File: src/rtl/servo_motion_planner_pkg.sv
// -----------------------------------------------------------------------------
// servo_pkg
//   Definitions shared by the servo motion planner and servo_controller.
//   - ANGLE_W / ANGLE_MAX : width and legal upper bound of an angle in degrees
//   - planner_state_t     : planner FSM states
//   - clamp_angle()       : saturates a raw angle to 0..ANGLE_MAX
// -----------------------------------------------------------------------------
package servo_pkg;

  localparam int ANGLE_W   = 8;
  localparam int ANGLE_MAX = 180;

  typedef enum logic [0:0] {
    IDLE = 1'b0,
    MOVE = 1'b1
  } planner_state_t;

  function automatic logic [ANGLE_W-1:0] clamp_angle(input logic [ANGLE_W-1:0] a);
    return (a > ANGLE_W'(ANGLE_MAX)) ? ANGLE_W'(ANGLE_MAX) : a;
  endfunction

endpackage

File: src/rtl/servo_motion_planner_if.sv
// -----------------------------------------------------------------------------
// servo_motion_planner_if
//   Target-set command channel into the planner.
//   Handshake: a transfer happens on every rising clk edge where cmd_valid and
//   cmd_ready are both high. The master holds cmd_valid and the four targets
//   stable until that edge; cmd_ready may be dropped at any time by the slave
//   and carries no promise about future cycles.
//   Signals:
//     cmd_valid              master -> slave  target set present
//     cmd_ready              slave  -> master planner can accept
//     tgt0_angle..tgt3_angle master -> slave  base, shoulder, elbow, gripper
// -----------------------------------------------------------------------------
interface servo_motion_planner_if;
  import servo_pkg::*;

  logic               cmd_valid;
  logic               cmd_ready;
  logic [ANGLE_W-1:0] tgt0_angle;
  logic [ANGLE_W-1:0] tgt1_angle;
  logic [ANGLE_W-1:0] tgt2_angle;
  logic [ANGLE_W-1:0] tgt3_angle;

  modport master (
    output cmd_valid, tgt0_angle, tgt1_angle, tgt2_angle, tgt3_angle,
    input  cmd_ready
  );

  modport slave (
    input  cmd_valid, tgt0_angle, tgt1_angle, tgt2_angle, tgt3_angle,
    output cmd_ready
  );

endinterface

File: src/rtl/servo_motion_planner_axis_slew.sv
// -----------------------------------------------------------------------------
// axis_slew
//   One axis of the planner: clamped target register, current-angle register
//   and a bounded step toward the target.
//   Ports:
//     clk, rst_n  clock, async active-low reset (target = angle = HOME_ANGLE)
//     load        load tgt_raw (clamped) into the target register
//     home_load   load HOME_ANGLE into the target register (wins over load)
//     tgt_raw     raw requested angle, may exceed ANGLE_MAX
//     step_en     take one bounded step toward the target this edge
//     angle       current commanded angle (registered)
//     at_target   angle equals the registered target
// -----------------------------------------------------------------------------
module axis_slew
  import servo_pkg::*;
#(
  parameter int MAX_STEP   = 1,
  parameter int HOME_ANGLE = 90
) (
  input  logic               clk,
  input  logic               rst_n,
  input  logic               load,
  input  logic               home_load,
  input  logic [ANGLE_W-1:0] tgt_raw,
  input  logic               step_en,
  output logic [ANGLE_W-1:0] angle,
  output logic               at_target
);

  logic [ANGLE_W-1:0] target_q;
  logic [ANGLE_W-1:0] angle_q;
  logic               going_up;
  logic [ANGLE_W:0]   diff;
  logic [ANGLE_W-1:0] step;
  logic [ANGLE_W-1:0] angle_d;

  // Magnitude of the distance at 9 bits; direction comes from the compare so
  // the subtraction never wraps. The step is limited to the remaining
  // distance, which is what rules out overshoot.
  always_comb begin
    going_up = (angle_q < target_q);
    if (going_up) diff = {1'b0, target_q} - {1'b0, angle_q};
    else          diff = {1'b0, angle_q} - {1'b0, target_q};
    step    = (diff > (ANGLE_W+1)'(MAX_STEP)) ? ANGLE_W'(MAX_STEP) : diff[ANGLE_W-1:0];
    angle_d = going_up ? (angle_q + step) : (angle_q - step);
  end

  always_ff @(posedge clk or negedge rst_n) begin
    if (!rst_n) begin
      target_q <= ANGLE_W'(HOME_ANGLE);
      angle_q  <= ANGLE_W'(HOME_ANGLE);
    end else begin
      if (home_load)  target_q <= ANGLE_W'(HOME_ANGLE);
      else if (load)  target_q <= clamp_angle(tgt_raw);
      if (step_en)    angle_q  <= angle_d;
    end
  end

  assign angle     = angle_q;
  assign at_target = (angle_q == target_q);

endmodule

File: src/rtl/servo_motion_planner.sv
// -----------------------------------------------------------------------------
// servo_motion_planner
//   Rate-limited trajectory stage in front of servo_controller. Accepts 4-axis
//   target sets and slews each output by at most MAX_STEP degrees per tick
//   (STEP_HZ ticks per second) toward them. Supports homing, hold and a
//   move-complete pulse.
//   Ports:
//     clk, rst_n                   clock, async active-low reset
//     cmd                          target-set channel (slave side)
//     home                         one-cycle request: all targets -> HOME_ANGLE
//     hold                         level; freezes stepping while high
//     servo0_angle..servo3_angle   current commanded angles
//     busy                         high while in MOVE
//     done                         one-cycle pulse when a move completes
//     clamp_flag                   one-cycle pulse after an accepted target >180
//     state_dbg                    current FSM state
// -----------------------------------------------------------------------------
module servo_motion_planner
  import servo_pkg::*;
#(
  parameter int CLK_FREQ   = 100_000_000,
  parameter int STEP_HZ    = 500,
  parameter int MAX_STEP   = 1,
  parameter int HOME_ANGLE = 90
) (
  input  logic                 clk,
  input  logic                 rst_n,
  servo_motion_planner_if.slave cmd,
  input  logic                 home,
  input  logic                 hold,
  output logic [ANGLE_W-1:0]   servo0_angle,
  output logic [ANGLE_W-1:0]   servo1_angle,
  output logic [ANGLE_W-1:0]   servo2_angle,
  output logic [ANGLE_W-1:0]   servo3_angle,
  output logic                 busy,
  output logic                 done,
  output logic                 clamp_flag,
  output planner_state_t       state_dbg
);

  localparam int TICK_DIV = CLK_FREQ / STEP_HZ;
  localparam int CNT_W    = (TICK_DIV > 1) ? $clog2(TICK_DIV) : 1;

  // Free-running tick divider; commands never restart it, so the first step
  // after an accept lands anywhere from 1 to TICK_DIV cycles later.
  logic [CNT_W-1:0] tick_cnt;
  logic             tick;

  assign tick = (tick_cnt == CNT_W'(TICK_DIV - 1));

  always_ff @(posedge clk or negedge rst_n) begin
    if (!rst_n)    tick_cnt <= '0;
    else if (tick) tick_cnt <= '0;
    else           tick_cnt <= tick_cnt + 1'b1;
  end

  planner_state_t state_q;
  logic           accept;
  logic           over_range;
  logic           step_en;
  logic [3:0]     at_tgt;
  logic           all_at;
  logic [ANGLE_W-1:0] tgt_raw [4];
  logic [ANGLE_W-1:0] angle   [4];

  assign cmd.cmd_ready = (state_q == IDLE) && !home;
  assign accept        = cmd.cmd_valid && cmd.cmd_ready;
  assign over_range    = (cmd.tgt0_angle > ANGLE_W'(ANGLE_MAX)) ||
                         (cmd.tgt1_angle > ANGLE_W'(ANGLE_MAX)) ||
                         (cmd.tgt2_angle > ANGLE_W'(ANGLE_MAX)) ||
                         (cmd.tgt3_angle > ANGLE_W'(ANGLE_MAX));
  // Only MOVE steps, so a tick on the accept edge (still IDLE) is ignored.
  assign step_en       = tick && (state_q == MOVE) && !hold;
  assign all_at        = &at_tgt;

  assign tgt_raw[0] = cmd.tgt0_angle;
  assign tgt_raw[1] = cmd.tgt1_angle;
  assign tgt_raw[2] = cmd.tgt2_angle;
  assign tgt_raw[3] = cmd.tgt3_angle;

  for (genvar i = 0; i < 4; i++) begin : g_axis
    axis_slew #(
      .MAX_STEP   (MAX_STEP),
      .HOME_ANGLE (HOME_ANGLE)
    ) u_axis (
      .clk       (clk),
      .rst_n     (rst_n),
      .load      (accept),
      .home_load (home),
      .tgt_raw   (tgt_raw[i]),
      .step_en   (step_en),
      .angle     (angle[i]),
      .at_target (at_tgt[i])
    );
  end

  // Completion is checked every MOVE cycle regardless of hold, so a move that
  // is already at target exits even while held. Home restarts MOVE and
  // suppresses a coincident completion.
  always_ff @(posedge clk or negedge rst_n) begin
    if (!rst_n) begin
      state_q    <= IDLE;
      done       <= 1'b0;
      clamp_flag <= 1'b0;
    end else begin
      done       <= 1'b0;
      clamp_flag <= 1'b0;
      if (home) begin
        state_q <= MOVE;
      end else if (accept) begin
        state_q    <= MOVE;
        clamp_flag <= over_range;
      end else if ((state_q == MOVE) && all_at) begin
        state_q <= IDLE;
        done    <= 1'b1;
      end
    end
  end

  assign servo0_angle = angle[0];
  assign servo1_angle = angle[1];
  assign servo2_angle = angle[2];
  assign servo3_angle = angle[3];
  assign busy         = (state_q == MOVE);
  assign state_dbg    = state_q;

endmodule

File: src/flat_wrapper.sv
// flat-port wrapper written by rule: the top's interface ports become plain ports
module servo_motion_planner_flat import servo_pkg::*;
#(
  parameter int CLK_FREQ   = 100_000_000,
  parameter int STEP_HZ    = 500,
  parameter int MAX_STEP   = 1,
  parameter int HOME_ANGLE = 90
)
  (clk, rst_n, home, hold, servo0_angle, servo1_angle, servo2_angle, servo3_angle, busy, done, clamp_flag, state_dbg, cmd_cmd_valid, cmd_tgt0_angle, cmd_tgt1_angle, cmd_tgt2_angle, cmd_tgt3_angle, cmd_cmd_ready);
  servo_motion_planner_if cmd_i ();
  input  logic clk;
  input  logic rst_n;
  input  logic home;
  input  logic hold;
  output logic [ANGLE_W-1:0] servo0_angle;
  output logic [ANGLE_W-1:0] servo1_angle;
  output logic [ANGLE_W-1:0] servo2_angle;
  output logic [ANGLE_W-1:0] servo3_angle;
  output logic busy;
  output logic done;
  output logic clamp_flag;
  output planner_state_t state_dbg;
  input wire logic [$bits(cmd_i.cmd_valid)-1:0] cmd_cmd_valid;
  input wire logic [$bits(cmd_i.tgt0_angle)-1:0] cmd_tgt0_angle;
  input wire logic [$bits(cmd_i.tgt1_angle)-1:0] cmd_tgt1_angle;
  input wire logic [$bits(cmd_i.tgt2_angle)-1:0] cmd_tgt2_angle;
  input wire logic [$bits(cmd_i.tgt3_angle)-1:0] cmd_tgt3_angle;
  output wire logic [$bits(cmd_i.cmd_ready)-1:0] cmd_cmd_ready;
  assign cmd_i.cmd_valid = cmd_cmd_valid;
  assign cmd_i.tgt0_angle = cmd_tgt0_angle;
  assign cmd_i.tgt1_angle = cmd_tgt1_angle;
  assign cmd_i.tgt2_angle = cmd_tgt2_angle;
  assign cmd_i.tgt3_angle = cmd_tgt3_angle;
  assign cmd_cmd_ready = cmd_i.cmd_ready;
  servo_motion_planner #(.CLK_FREQ(CLK_FREQ), .STEP_HZ(STEP_HZ), .MAX_STEP(MAX_STEP), .HOME_ANGLE(HOME_ANGLE)) u_core (.clk(clk), .rst_n(rst_n), .cmd(cmd_i), .home(home), .hold(hold), .servo0_angle(servo0_angle), .servo1_angle(servo1_angle), .servo2_angle(servo2_angle), .servo3_angle(servo3_angle), .busy(busy), .done(done), .clamp_flag(clamp_flag), .state_dbg(state_dbg));
endmodule
File: config.mk
export PLATFORM = sky130hd
export DESIGN_NAME = servo_motion_planner_flat
export DESIGN_NICKNAME = d
export VERILOG_FILES = /design/src/rtl/servo_motion_planner_pkg.sv /design/src/rtl/servo_motion_planner_if.sv /design/src/rtl/servo_motion_planner_axis_slew.sv /design/src/rtl/servo_motion_planner.sv /design/src/flat_wrapper.sv
export SDC_FILE = /design/constraint.sdc
export NUM_CORES = 1
export LEC_CHECK = 0
export CAP_MARGIN = 40
export CORE_MARGIN = 1
export CORE_UTILIZATION = 49
export CTS_CLUSTER_DIAMETER = 80
export DETAILED_ROUTE_END_ITERATION = 6
export GPL_ROUTABILITY_DRIVEN = 0
export PLACE_DENSITY = 0.69
export REMOVE_ABC_BUFFERS = 1
export SYNTH_ARGS = -nofsm -noshare
export SYNTH_HDL_FRONTEND = slang
export SYNTH_HIERARCHICAL = 1
export SYNTH_SLANG_ARGS = --single-unit
File: constraint.sdc
create_clock -name clk -period 9.29 [get_ports clk]
set_input_delay 1.858 -clock clk [delete_from_list [all_inputs] [get_ports clk]]
set_output_delay 1.858 -clock clk [all_outputs]
set_load 0.02 [all_outputs]
==> results.md <==
- Sequential area share after synthesis: 0.252
- Number of global-route vias before repair: 6916
- Die Wd: 134 um
- Met2 Wirelength: 9.50 mm
- Req. time, crit path: 7.43 ns
- Mapped cell area: 8590 um^2
- Detailed Route Iter0 Violations: 404
- Number of CTS-inserted buffers: 9
- #FFs+latches synth: 85
- Worst slew margin: 0.563
- Max layer used: met4
- Clk root buf: clkbuf_16
- N_diodes: 0
- DRC viols: 1
- Clk slew on worst S/H paths: 0.06 ns
- Initial antenna violation count: 0
- Fin crit share: 0.558
- Dpl ws: 4.11 ns
- CTS H-tree lvls: 3
- Hold_buf cts: 0
- Remaining Overflow, GRT: 0
- Final setup viols: 0
- Peak Freq: 193 MHz
- Wire length per cell: 15.4 um
- Yosys warnings: 6
- CP Launch Type: input pin
- Async set-reset flop share out of synthesis: 1.00
- Post-CTS Setup Bufs: 0
- Synth-to-Final Area Change: 12.5%
- Num ports: 74
- Status: finished, violations left
- Total Nets Final: 1224
- Initial Util: 0.498
- Critical Path Source: home
- Avg Cell Area, Syn: 8.40 um^2
- TNS Setup: 0 ns
- Critical Path Sink Type: primary output
- Largest net degree at the start of global routing: 49
- Largest cells by area after synthesis: dfrtp_1 15%, ha_1 14%, dfstp_2 9.8%
- PostCTS Resize Cnt: 0
- RSZ-0062 raised after global routing: false
- Post-synth EDFFs: 0
- I/O Buffers: 73
- Pwr Density: 79.0 nW/um^2
- Layout cells sized above 1: 0.0868
- Top-area cell type share of the netlist area: 0.154
- Synth cell types: 68
- DRT Pass-1 Iters: 7
- Max-cap violations: 0
- Die footprint: 18100 um^2
- Final Hold Fails: 0
- Util after Layout: 0.561
- Top FF cell, synth: dfrtp_1
- # rows: 48
- Total power draw: 763 uW
- Via-to-Cell Ratio: 5.55
- Total track usage: 0.235
- ANT nets after route: 0
- Syn Inst Count: 1023
- First-pass GRT wire length: 33.8 mm
- Hold/Removal Path Class: flip-flop to flip-flop
- Clock tree buffer depth: 2
- Met1 Wirelength: 9.69 mm
- Setup ws final: 4.11 ns
- Crit path time final: 5.18 ns
- Slew Viols, Final: 0
- Clock latency on the worst-skew pair: 0.35 ns
- Hold slack: 0.467 ns
- Post-DP HPWL: 15.7 mm
- Violated checks: DRC
- Clk sinks: 85
- Core footprint: 17200 um^2
- Die Ht: 134 um
- CP Max Fanout: 35
- DRT Wirelength: 20.1 mm
- Worst Tran Pin Value: 0.656 ns
- Dominant cell type by area after synthesis: dfrtp_1
- Critical path arrival: 3.33 ns
- Peak supply drop: 0.103 mV
- Worst setup path category: input pin to primary output
- Met3 WL post-DR: 744 um
- Clock skew: 0.00730 ns
- TritonCTS clock tree: yes
- Launching point of the worst reg2reg path: u_core/g_axis[0].u_axis/angle[3]
- P_leak: 0.00433 uW
- Beginning of the worst hold path: u_core/tick_cnt[17]
- Total vias in the final route: 7261
==> metal layers <==
metal	vias to the layer above	global-route usage
met1	3406	0.320
met5	-	0
met3	17	0.0306
met2	144	0.392
li1	3694	-
met4	0	0.0581
==> synthesized netlist by cell type (5+ instances only) <==
master    count
a21o_1       21
nand2_1      75
mux2i_1       9
nand4_1      22
fa_1         12
a31oi_1      10
nor2_1       71
or3_1         8
and3_1        9
dfrtp_1      53
and2_1        8
buf_6         8
nor4_1        6
o21ai_1       8
nor3_1       14
buf_4         5
inv_1       120
xor2_1       23
nand2b_1     20
xnor2_1      39
o21bai_1      8
nor2b_1      21
dfstp_2      32
ha_1         97
o211ai_1     18
o21a_1        8
clkbuf_1     12
a21oi_1      77
nand3_1      16
a211oi_1     13
nand3b_1      8
or2_2         5
o21ai_0      56
==> sequential cells by signal (all words and copies together) (netlist names) <==
register                       cells
u_core/clamp_flag                  1
u_core/g_axis.u_axis/target_q     32
u_core/tick_cnt                   18
u_core/busy                        1
u_core/g_axis.u_axis/angle        32
u_core/done                        1
==> worst max-delay path, cell delays in order <==
cell and delay, ns:
clkdlybuf4s50_1 0.45, buf_4 0.35, nor2_1 0.10, clkdlybuf4s50_1 0.55
==> stage by stage <==
stage | area, um^2 | instances
final | 9670 | 1308
after floorplan | 8340 | 990
after global routing | 9670 | 1308
after detailed placement | 9390 | 1292
after global placement | 9370 | 1291
after CTS | 9670 | 1308
==> worst paths after layout <==
kind | end | slack (ns) | cells past startpoint
min in group asynchronous | u_core/g_axis[1].u_axis/angle[5] | 1.47 | 1
setup reg to reg | u_core/g_axis[0].u_axis/angle[7] | 4.45 | 18
max in group asynchronous | u_core/g_axis[3].u_axis/target_q[2] | 6.79 | 2
setup / recovery | cmd_cmd_ready | 4.11 | 4
hold reg to reg | u_core/tick_cnt[17] | 0.47 | 1
hold / removal | u_core/tick_cnt[17] | 0.47 | 1
==> where the power goes <==
group          total (uW)  internal, uW      switching, uW  leakage [uW]
clock network         353           195                159      0.000138
registers             371           371  0.000000000000236       0.00102
logic                39.1          17.5               21.6       0.00317
total                 763           583                180       0.00433
==> cell usage in the layout, fill, tap and decap left out, drive strengths merged, types with 5 or more instances in the layout <==
master / synthesis / routed
dfrtp: 53 / 53
nand3b: 8 / 8
a21o: 25 / 25
nor2b: 21 / 21
nor4: 7 / 7
xnor2: 39 / 39
fa: 12 / 12
nand4: 23 / 23
nor2: 71 / 71
nand3: 20 / 20
nor3: 15 / 15
a21oi: 81 / 81
or3: 12 / 12
and2: 8 / 8
mux2i: 9 / 9
dfstp: 32 / 32
nand2b: 20 / 20
xor2: 23 / 23
a211oi: 17 / 17
and4: 6 / 6
clkbuf: 12 / 12
ha: 97 / 97
o211ai: 18 / 18
o21ai: 68 / 68
nand2: 75 / 75
inv: 120 / 120
buf: 21 / 5
a31oi: 10 / 10
and3: 9 / 9
or2: 9 / 9
o21a: 8 / 8
o21bai: 12 / 12
clkdlybuf4s50: 0 / 72
==> kinds of logic (layout without fill, tap and decap cells) <==
kind of cell             Yosys count  after routing  share of synthesized area
buffers and inverters            153            213                     0.0819
adder cells (fa/ha/maj)          109            109                      0.169
XOR/XNOR                          62             62                     0.0632
flip-flops                        85             85                      0.252
AND/OR/NAND/NOR                  323            323                      0.206
AO/OA/AOI/OAI                    278            278                      0.215
other                              4              4                    0.00175
multiplexers                       9              9                     0.0105
==> area by class of cell <==
cell class,instances,area (um^2)
Clock buffer,12,256
Clock inverter,4,22.5
Fill cell,1614,7570
Inverter,120,450
Multi-Input combinational cell,785,5720
Sequential cell,85,2170
Tap cell,225,282
Timing Repair Buffer,77,766
(Power assumes the default switching activity.)
==> patch 1, RTL diff (same flow settings) <==
`STEP_HZ` is set to 500 in 2 places; all go to 1000.
--- a/src/rtl/servo_motion_planner.sv
+++ b/src/rtl/servo_motion_planner.sv
@@ -19,7 +19,7 @@
   import servo_pkg::*;
 #(
   parameter int CLK_FREQ   = 100_000_000,
-  parameter int STEP_HZ    = 500,
+  parameter int STEP_HZ    = 1000,
   parameter int MAX_STEP   = 1,
   parameter int HOME_ANGLE = 90
 ) (
--- a/src/flat_wrapper.sv
+++ b/src/flat_wrapper.sv
@@ -2,7 +2,7 @@
 module servo_motion_planner_flat import servo_pkg::*;
 #(
   parameter int CLK_FREQ   = 100_000_000,
-  parameter int STEP_HZ    = 500,
+  parameter int STEP_HZ    = 1000,
   parameter int MAX_STEP   = 1,
   parameter int HOME_ANGLE = 90
 )
Check against the original RTL: no difference found for any inputs over 10 cycles, from zero or initial values and one cycle with rst_n low; that may be too few to reach the edited logic, so the function may still have changed.
==> patch 1 against the unedited design <==
Total power is 3.4% higher; largest cell class unchanged; area after synthesis shrank 1.1%; die area is 1.1% lower; cell area is 0.93% lower; synthesized cell count is 0.68% lower; setup slack worse by 0.012 ns; wire length is 0.59% lower; sequential cell count shrank 1; clock skew rose by 0.0029 ns; via count fell by 0.12%; non-clock buffer count shrank 1.
==> patch 1: results (changes against the unedited design) <==
* Multi-input gate share of total cell area at 59.0% (-0.15 points)
* CP Data Arrival Time at 3.34 ns (about the same)
* First-pass GRT wire length at 33.3 mm (-1.7%)
* Seq/Total Area, Yosys at 25.2% (about the same)
* CTS buffer count at 9 (unchanged)
* R2R setup slack at 4.39 ns (-0.06 ns)
* 1st-iter DRT viols at 490 (+21%)
* HPWL after DPL at 15.7 mm (+0.12%)
* Most used DFF post-synth: dfrtp_1
* End of the worst hold path: u_core/tick_cnt[0]
* R2r startpoint: u_core/g_axis[3].u_axis/angle[3]
* Worst hold margin at 0.493 ns (+0.0264 ns)
* Clock Sinks at 84 (-1.2%)
* Largest net degree at the start of global routing at 51 (+4.1%)
* Vias in the first global route at 6701 (-3.1%)
* Netlist cell types at 65 (-4.4%)
* Final WL at 20.0 mm (-0.59%)
* # fillers at 1573 (-2.5%)
* Inverters at 119 (-0.83%)
* LEAKAGE at 0.00425 uW (-1.8%)
* Cts repair resizes at 0 (unchanged)
* Clock root buffer: clkbuf_16
* Multi-input combinational gate total at 780 (-0.64%)
* Post-Place Cells at 1279 (-1.0%)
* Slew HR at 44.9% (-11 points)
* Vias at 7252 (-0.12%)
* Vias per cell at 5.60 (+0.96%)
* Antenna violations before repair at 0 (unchanged)
* Sequential cell area at 2140 um2 (-1.2%)
* Hold WC Path Type: flip-flop to flip-flop
* Top cells by count, synth: inv_1, ha_1, a21oi_1, nand2_1, nor2_1
* # nets final at 1216 (-0.65%)
* Synthesized area at 8490 um2 (-1.1%)
* Clock buffers at 10 (-2)
* Layout cell share with drive strength beyond 1 at 8.38% (-0.30 points)
* Hold path cells at 1 (unchanged)
* IR drop worst, VDD at 0.0962 mV (-6.1%)
* Skew final at 0.0102 ns (+0.00286 ns)
* TritonRoute pass-1 iters at 5 (-2)
* Buffers outside the clock class at 76 (-1.3%)
* Syn avg cell area at 8.36 um2 (-0.44%)
* Total track usage at 23.2% (-0.27 points)
* Signal buf overhead at 7.84% (-0.082 points)
* FF-to-FF End: u_core/g_axis[3].u_axis/angle[7]
* Max H-tree Level at 3 (unchanged)
* Pre-CTS worst setup slack at 4.10 ns (-0.0122 ns)
* Max stage delay on crit path at 0.64 ns (+0.09 ns)
* Slowest-stage cell, CP: clkdlybuf4s50_1
* Hold Path Origin: u_core/tick_cnt[0]
* Outcome: complete, no violations
* Top post-synthesis cells by area: dfrtp_1, ha_1, dfstp_2, inv_1, a21oi_1
* Clock-cell share of area at 3.20% (+0.31 points)
==> patch 1: changes by cell type after synthesis, sizes merged, moves of 2 or more <==
cell,before,now
nor3b,3,1
o211ai,18,16
o211a,2,0
nand3,20,18
o311ai,4,6
xnor2,39,43
xor2,23,19
nand2,75,77
o21ai,68,66
==> patch 1: per-layer routing <==
layer	part of all wire [%]	up-vias	wire (um)	track usage, %
met5	0	-	0	0
met4	1.6	0	313	6.57
met3	4.0	22	793	3.35
met2	44	149	8800	35.5
met1	51	3431	10100	33.8
li1	-	3650	-	-
==> patch 1: per-stage QoR <==
step,utilization [%],cell area (um2)
6_report,57.1,9580
4_1_cts,57.1,9580
5_1_grt,57.1,9580
2_1_floorplan,-,8240
3_3_place_gp,55.3,9270
3_5_place_dp,55.3,9270
==> patch 1: worst max-delay path by stage <==
stage,start,end,slack (ns)
after floorplan,u_core/g_axis[0].u_axis/angle[3],u_core/g_axis[0].u_axis/angle[7],4.79
after global placement,home,cmd_cmd_ready,4.11
after detailed placement,home,cmd_cmd_ready,4.10
after CTS,home,cmd_cmd_ready,4.09
after global routing,home,cmd_cmd_ready,4.00
final,home,cmd_cmd_ready,4.09
==> patch 1: cells by family after synthesis <==
family / Yosys count / share of synthesized area [%]
XOR/XNOR: 62 / 6.39
multiplexers: 9 / 1.06
AND/OR/NAND/NOR: 319 / 20.1
flip-flops: 84 / 25.2
buffers and inverters: 152 / 8.23
other: 4 / 0.177
adder cells (fa/ha/maj): 109 / 17.1
AO/OA/AOI/OAI: 277 / 21.7
==> patch 1: report_power, final <==
group	total [uW]	internal (uW)	switching [uW]
combinational	38.8	17.5	21.3
sequential	366	366	0.000000000000252
clock	384	233	151
total	790	617	172
==> patch 2, RTL diff (same settings) <==
Made on the original files. Make the reset (`rst_n`) synchronous in 3 clocked blocks. Comments in the files are not updated.
--- a/src/rtl/servo_motion_planner_axis_slew.sv
+++ b/src/rtl/servo_motion_planner_axis_slew.sv
@@ -45,7 +45,7 @@
     angle_d = going_up ? (angle_q + step) : (angle_q - step);
   end
 
-  always_ff @(posedge clk or negedge rst_n) begin
+  always_ff @(posedge clk) begin
     if (!rst_n) begin
       target_q <= ANGLE_W'(HOME_ANGLE);
       angle_q  <= ANGLE_W'(HOME_ANGLE);
--- a/src/rtl/servo_motion_planner.sv
+++ b/src/rtl/servo_motion_planner.sv
@@ -48,7 +48,7 @@
 
   assign tick = (tick_cnt == CNT_W'(TICK_DIV - 1));
 
-  always_ff @(posedge clk or negedge rst_n) begin
+  always_ff @(posedge clk) begin
     if (!rst_n)    tick_cnt <= '0;
     else if (tick) tick_cnt <= '0;
     else           tick_cnt <= tick_cnt + 1'b1;
@@ -97,7 +97,7 @@
   // Completion is checked every MOVE cycle regardless of hold, so a move that
   // is already at target exits even while held. Home restarts MOVE and
   // suppresses a coincident completion.
-  always_ff @(posedge clk or negedge rst_n) begin
+  always_ff @(posedge clk) begin
     if (!rst_n) begin
       state_q    <= IDLE;
       done       <= 1'b0;
Function: differs if rst_n is asserted again (counterexample within 4 cycles, from zero or initial values and one cycle with rst_n low); with rst_n held inactive, the same outputs for 10 cycles.
==> patch 2 against the unedited design <==
Cell area down 2.3%; core utilization up 1.0 points; sequential cell count unchanged; die area down 3.7%; area after synthesis down 3.8%; wire length up 1.9%; setup slack worse by 0.022 ns.
Power is not compared: it rests on default switching activity, and its combinational part moved more than twofold at a synthesized area within 25%.
==> patch 2: results (changes against the unedited design) <==
* Hold Path Origin: u_core/tick_cnt[0]
* Multi-input combinational gate total at 792 (+0.89%)
* Signal buf overhead at 8.05% (+0.12 points)
* Netlist cell types at 86 (+26%)
* Clock-cell share of area at 3.70% (+0.81 points)
* Synth Area in Compound Gates at 23.7% (+2.2 points)
* 1st-iter DRT viols at 476 (+18%)
* Largest net degree at the start of global routing at 50 (+2.0%)
* Metal2 WL at 9.65 mm (+1.6%)
* Multi-input gate share of total cell area at 62.7% (+3.5 points)
* R2r startpoint: u_core/g_axis[3].u_axis/angle[1]
* Vias in the first global route at 6852 (-0.93%)
* Met1 wire length at 9.93 mm (+2.5%)
* # nets final at 1226 (+0.16%)
* Final WL at 20.5 mm (+1.9%)
* Seq area share at 18.0% (-4.4 points)
* Asr flop ratio synth at 0% (-100 points)
* TritonRoute pass-1 iters at 5 (-2)
* CP max FO at 11 (-69%)
* Total track usage at 24.0% (+0.54 points)
* Synth Area in Adders at 17.6% (+0.67 points)
* Post-synthesis mux area share at 1.71% (+0.66 points)
* FF-to-FF End: u_core/g_axis[3].u_axis/angle[7]
* Worst hold margin at 0.464 ns (-0.00247 ns)
* Met3 WL at 616 um (-17%)
* Top cells by count, synth: inv_1, ha_1, nand2_1, dfxtp_1, nor2_1
* First-pass GRT wire length at 33.8 mm (about the same)
* Inverters at 115 (-4.2%)
* Top post-synthesis cells by area: dfxtp_1, ha_1, inv_1, nand2_1, xnor2_1
* GR Util met1 at 32.0% (about the same)
* Met3 Use GR at 2.58% (-0.49 points)
* Outcome: complete, no violations
* Cell Count, Final, Fillers Out at 1305 (-0.23%)
* # fillers at 1591 (-1.4%)
* XOR/XNOR Fraction of Synth Area at 5.83% (-0.49 points)
* Vias at 7375 (+1.6%)
* End of the worst hold path: u_core/tick_cnt[0]
* Most used DFF post-synth: dfxtp_1
* CP Data Arrival Time at 3.35 ns (+0.02 ns)
* Slew @ Worst Pin at 0.790 ns (+0.134 ns)
* Syn avg cell area at 8.03 um2 (-4.3%)
* Seq Cell Count at 85 (unchanged)
* Layout cell share with drive strength beyond 1 at 7.00% (-1.7 points)
* HPWL after DPL at 16.2 mm (+3.5%)
* R2R setup slack at 4.41 ns (-0.04 ns)
-- patch 2: cell types whose count changed in the layout (fill, tap and decap cells not counted), moves of 8 or more --
cell,delta
dfrtp_1,-53
dfxtp_1,+85
a211oi_1,-10
a21o_1,-9
a21oi_1,-28
nor3_1,+15
o221a_2,+9
xnor2_1,-8
nand2_1,+19
dfstp_2,-32
nand4_1,-9
o211a_1,+8
-- patch 2: report_power, final --
group / switching, uW / internal, uW
Sequential: 4.76 / 370
Combinational: 185 / 154
Clock: 160 / 270
Total: 351 / 793
-- patch 2: through the flow --
step           setup slack [ns]  area, um2  total power, uW  util [%]
6_report                   4.08       9440             1140      57.1
3_5_place_dp               4.07       9090              718      55.0
2_1_floorplan              4.59       8050              630         -
4_1_cts                    4.07       9440             1150      57.1
5_1_grt                    4.00       9440             1200      57.1
3_3_place_gp               4.10       9080              715      54.9
